[src/rtl/product_accumulator.sv]
// rtl/product_accumulator.sv - sums groups of up to N_TERMS multiplier products over valid/ready
// Optional build macro SATURATE_EN: clamp the group sum at 2^ACC_W-1 instead of wrapping.
module product_accumulator #(
  parameter int N_TERMS = 4,
  parameter int ACC_W   = 8
) (
  input  logic             clk,
  input  logic             rst,
  input  logic [5:0]       p,
  input  logic             in_valid,
  input  logic             in_last,
  output logic             in_ready,
  input  logic             clear,
  output logic [ACC_W-1:0] sum,
  output logic [3:0]       count,
  output logic             overflow,
  output logic             out_valid,
  input  logic             out_ready
);

  localparam logic [0:0] ACCUM = 1'b0;
  localparam logic [0:0] DONE  = 1'b1;

  logic [0:0]       state;
  logic [ACC_W-1:0] acc;
  logic [3:0]       cnt;
  logic             ovf;

  logic [ACC_W:0]   add_w;
  logic [ACC_W-1:0] acc_next;
  logic             carry;
  logic [4:0]       cnt_inc;
  logic             final_beat;
  logic             accept;

  always_comb begin
    add_w    = {1'b0, acc} + {{(ACC_W-5){1'b0}}, p};
    carry    = add_w[ACC_W];
`ifdef SATURATE_EN
    // Once clamped, any further nonzero add carries again, so the clamp holds.
    acc_next = carry ? {ACC_W{1'b1}} : add_w[ACC_W-1:0];
`else
    acc_next = add_w[ACC_W-1:0];
`endif
    cnt_inc    = {1'b0, cnt} + 5'd1;
    final_beat = in_last || (cnt_inc == 5'(N_TERMS));
    accept     = in_valid && (state == ACCUM);
  end

  assign in_ready  = (state == ACCUM);
  assign out_valid = (state == DONE);

  always_ff @(posedge clk) begin
    if (rst) begin
      state    <= ACCUM;
      acc      <= '0;
      cnt      <= '0;
      ovf      <= 1'b0;
      sum      <= '0;
      count    <= '0;
      overflow <= 1'b0;
    end else if (clear) begin
      // A beat offered alongside clear is handshaken but dropped.
      state <= ACCUM;
      acc   <= '0;
      cnt   <= '0;
      ovf   <= 1'b0;
    end else if (state == ACCUM) begin
      if (accept) begin
        acc <= acc_next;
        cnt <= cnt_inc[3:0];
        ovf <= ovf | carry;
        if (final_beat) begin
          sum      <= acc_next;
          count    <= cnt_inc[3:0];
          overflow <= ovf | carry;
          state    <= DONE;
        end
      end
    end else begin
      if (out_ready) begin
        acc   <= '0;
        cnt   <= '0;
        ovf   <= 1'b0;
        state <= ACCUM;
      end
    end
  end

endmodule
[config.mk]
export PLATFORM = sky130hd
export DESIGN_NAME = product_accumulator
export DESIGN_NICKNAME = d
export VERILOG_FILES = /design/src/rtl/product_accumulator.sv
export SDC_FILE = /design/constraint.sdc
export NUM_CORES = 1
export LEC_CHECK = 0
export ABC_AREA = 1
export BUFFER_PORTS_ARGS = -buffer_cell sky130_fd_sc_hd__buf_2
export CORE_MARGIN = 2
export CORE_UTILIZATION = 30
export CTS_CLUSTER_DIAMETER = 60
export DETAILED_ROUTE_END_ITERATION = 16
export PLACE_DENSITY = 0.49
export SETUP_SLACK_MARGIN = 0.5
export SLEW_MARGIN = 0
export SYNTH_ARGS = -nofsm -noshare
export SYNTH_HDL_FRONTEND = slang
export SYNTH_SLANG_ARGS = --single-unit
[constraint.sdc]
create_clock -name clk -period 2.2 [get_ports clk]
set_input_delay 0.44 -clock clk [delete_from_list [all_inputs] [get_ports clk]]
set_output_delay 0.44 -clock clk [all_outputs]
set_load 0.005 [all_outputs]
Word level (Yosys, flattened, before mapping)
Cells that the tools add are included.
{"block": "classes", "eq_ne": 2, "n_mux": 13, "add_sub_neg": 2, "reduce_logical": 6, "bitwise": 3}
{"op": "8-bit 2-to-1 mux", "count": 3}
{"op": "4-bit 2-to-1 mux", "count": 3}
{"op": "8-bit by 6-bit adder with 9-bit output", "count": 1}
{"op": "1-bit 2-to-1 mux", "count": 7}
{"op": "4-bit by 1-bit adder with 5-bit output (second input constant)", "count": 1}
{"op": "5-bit by 3-bit equality test with 1-bit output (second input constant)", "count": 1}
{"op": "4-bit AND reduction", "count": 1}
{"op": "2-bit != test (second input constant)", "count": 1}
{"op": "1-bit inverter", "count": 2}
{"op": "2-bit AND reduction", "count": 1}
{"op": "2-bit nonzero test", "count": 1}
{"op": "2-bit OR reduction", "count": 1}
{"op": "1-bit logical AND", "count": 1}
{"op": "1-bit logical OR", "count": 1}
{"op": "1-bit bitwise OR", "count": 1}
{"block": "totals", "word_cells": 33, "input_bits": 12, "register_bits": 27, "output_inout_bits": 15}

Logic depth before layout (Yosys ltp)
{"block": "depth", "word_depth": 6, "depth_mapped": 11, "ltp_nobuf": 11}

Least setup slack after synthesis
Ideal clock, no wire load.
{"block": "synth_path", "path_type": "input -> register", "startpoint": "input port p[0]", "endpoint": "register sum[6]", "cell_stages": 10, "setup_ns": 0.109, "required_time_ns": 2.091, "path_slack_ns": 0.551, "t_arrival_ns": 1.540, "path_buffers": 0, "cell_sequence": "ha_1 -> fa_1 -> nand3_1 -> nand2_1 -> nand2_1 -> nand3_1 -> nand2_1 -> nand2_1 -> nand2_1 -> inv_1"}
{"block": "synth_between", "elab_chain_cells": 1}
{"element": "start: declaration", "line": "9", "rtl": "input logic [5:0] p,"}
{"element": "8-bit by 6-bit adder with 9-bit output", "line": "37", "rtl": "add_w = {1'b0, acc} + {{(ACC_W-5){1'b0}}, p};"}
{"element": "end signal: assignment", "line": "74", "rtl": "sum <= acc_next;"}
{"element": "end: declaration", "line": "14", "rtl": "output logic [ACC_W-1:0] sum,"}
No other way between the ends.
A chain may end at the register's enable or synchronous reset.

Final worst setup path
{"block": "layout_path", "startpoint": "register acc[0]", "endpoint": "register sum[6]"}
{"block": "layout_between", "elab_chain_cells": 1}
{"element": "start: declaration", "line": "25", "rtl": "logic [ACC_W-1:0] acc;"}
{"element": "start signal: assignment", "line": "70", "rtl": "acc <= acc_next;"}
{"element": "8-bit by 6-bit adder with 9-bit output", "line": "37"}
No other way between the ends.

==> metrics <==
HPWL after detailed placement 2400 um; Sequential Power Share 54.1%; final estimated routing congestion in global placement 0.747; internal power 0.692 mW; total of hold buffers inserted after clock tree synthesis 0; element type at the critical path start flop; status finished clean; leading cell type in the layout, fill and taps excluded nand2_1; initial antenna violation count 0; Sum Neg Setup Slack 0 ns; type of the worst setup path reg -> reg; grt ovf 0; part of the power in combinational logic roughly 16%; root cell of the clock tree clkbuf_8; area of the die ~5400 um^2; clock input transition at the sequential cells of the worst setup and hold paths 0.10 ns; crit path max fanout 3; Worst slew margin 64.8%; number of setup violations in the final report 0; area growth from synthesis to final layout 18.7%; switching power summed over all nets roughly 0.26 mW; Hold WC Path Type in -> reg; antenna diode count 0; syn_nets 210; clock buffer depth 2; I/O pin count 27; footprint of the multi-input gates approximately 760 um^2; worst-path cell with the longest stage delay fa_2; pin count of the biggest net entering global routing 16; netlist area before placement approximately 1400 um^2; CP cell instances ha_1 -> fa_2 -> nand3_1 -> nand2_1 -> nand2_1 -> nand3_1 -> nand2_1 -> nand2_1 -> nand2_1 -> inv_1; overall routing resource usage 12.9%; Async SR Flop Fraction 0%; Std-Cell Core Area 4660 um^2; effective utilization at floorplan 30.8%; Ys Warns 0; largest voltage drop on the vdd net approximately 0.0004 V; fraction of final layout cells with drive strength greater than 1 a little over a quarter; switching power share of the total roughly 27%; total count of hold-check failures in the final report 0; transition time at the pin with the least slew margin 0.527 ns; WP data arrival 1.76 ns; Lkg Pwr 0.814 nW; number of maximum-capacitance constraint violations 0; Avg Synthesized Cell Area 7.55 um^2; count of buffer and inverter cells on the critical path 1; number of gates on the worst path with buffers counted 10; count of input and output buffers 26; number of max-slew violations in the final report 0; clock power share 30.1%; TritonCTS buffer count 3; first-pass GRT wire length 5310 um; initial drt markers 47; remaining design rule violation count 0; sequential fraction of the synthesis area 37.7%; type of element capturing the critical path flop; FF-to-FF End sum[6]; worst hold slack 0.453 ns; clock tree from TritonCTS yes; final period demand of the worst path around 1.6 ns; post-route antenna net violation count 0; critical path launch point acc[0]; Std-Cell Rows 25; part of the cycle the worst path needs 71.7%; kind of cell adding the most delay to the critical path simple AND/OR/NAND/NOR gates; setup skew after layout 0.00561 ns; Worst path max stage delay around 0.36 ns; total number of clock tree sinks 27; hold path start rst; Cells after Synth between 150 and 200; Netlist cell types 25; area share of the leading cell type in the synthesized netlist between 30% and 40%; layout net count 242; most common flop cell mapped by yosys dfxtp_1; RSZ-0062 raised after global routing true; depth of the CTS H-tree 1; leading cell types in the layout, fill and taps excluded 58 x nand2_1, 27 x dfxtp_1, 26 x buf_2; cell type with the highest occurrence count on the critical path nand2_1; library cell with the largest summed area after synthesis dfxtp_1; flip-flop and latch area 541 um^2; power density of the placed cells 557 nW/um^2; worst setup margin 0.622 ns; number of global-route vias before repair between 1000 and 1500; Die Y 73.2 um; reg2reg setup slack 0.62 ns; Crit path required time 2.38 ns; cell count of the worst reg-to-reg path 10; peak clock frequency supported by timing 634 MHz; sum of routed wire length over all layers around 3200 um; EDFF count, synth 0; end-of-flow core utilization 36.6%; timing endpoint of the critical path sum[6]; Pre-Repair DR Iteration Count 4; pre-CTS worst setup slack 0.327 ns; synthesis-stage register bit count 27; Area contributors post-synth dfxtp_1 38%, nand2_1 15%, a21oi_1 7.7%, ha_1 6.1%, inv_1 5.5%; worst flop-to-flop path startpoint acc[0]; die width 73.2 um; number of filler cells placed in the layout 502; via count normalized by instance count 4.46; DR vias around 1200; clock network latency to the later pin of the worst-skew pair roughly 0.27 ns; wire length per cell 11.8 um
worst min path at each step:
stage	end	slack [ns]	cells after the start
floorplan	acc[2]	0.44	2
global placement	acc[2]	0.46	2
detailed placement	acc[2]	0.46	2
CTS	cnt[0]	0.45	4
global route	acc[5]	0.49	2
finish	cnt[0]	0.45	4
Yosys cell counts, types with 2 or more instances:
master / number
buf_4: 2
ha_1: 7
nand3_1: 9
nor2_1: 7
a21oi_1: 22
nand3b_1: 2
xor2_1: 4
inv_1: 21
a21oi_2: 8
o21ai_0: 2
clkbuf_1: 2
dfxtp_1: 27
nand2_1: 58
nand2_2: 8
layer usage:
layer,vias up,share of wire (%),GRT usage [%]
met1,540,53,18.6
li1,659,-,-
met5,-,0,0
met3,2,3.7,2.62
met4,0,0.40,1.85
met2,26,43,20.1
power by group through the flow:
stage	Clock, mW	Sequential [mW]	Combinational [mW]
after floorplan	0	0.524	0.0976
after global placement	0	0.525	0.146
after detailed placement	0	0.525	0.146
after CTS	0.303	0.513	0.146
after global routing	0.320	0.516	0.169
final	0.285	0.513	0.150
worst register-to-register path: stages, from the launching register on:
cell,delay (ns)
dfxtp_1,0.32
ha_1,0.20
fa_2,0.36
nand3_1,0.09
nand2_1,0.11
nand2_1,0.10
nand3_1,0.09
nand2_1,0.08
nand2_1,0.05
nand2_1,0.05
inv_1,0.03
cell type report:
| type | count | area share, % |
|---|---|---|
| tap | 54 | 3.96 |
| multi-input combinational | 134 | 44.6 |
| timing repair buffer | 33 | 11.5 |
| clock inverter | 1 | 0.294 |
| sequential | 27 | 31.7 |
| inverter | 23 | 5.51 |
| clock buffer | 3 | 2.42 |
flip-flops by register name (all words and copies together) (netlist names):
name / flops
cnt: 4
count: 4
out_valid: 1
acc: 8
overflow: 1
ovf: 1
sum: 8
metrics by stage:
step           power (mW)  cells  instance area, um^2
2_1_floorplan       0.622    190                 1440
5_1_grt              1.00    275                 1700
3_5_place_dp        0.670    268                 1620
3_3_place_gp        0.671    268                 1620
6_report            0.949    275                 1700
4_1_cts             0.963    272                 1660
cell families after synthesis:
family,count (synthesis),share of synthesized area [%]
and+or+nand+nor,88,27.7
AOI/OAI and AO/OA,33,14.6
buffers and inverters,29,9.50
DFF,27,37.7
adders and majority gates,8,7.50
xor gates and xnor gates,5,3.05
timing repair:
action / CTS / global route
resized for setup: 0 / 3
endpoints found under the setup margin: 0 / 10
buffers inserted: 0 / 3
Note: power is estimated with default switching activity, not from simulation.
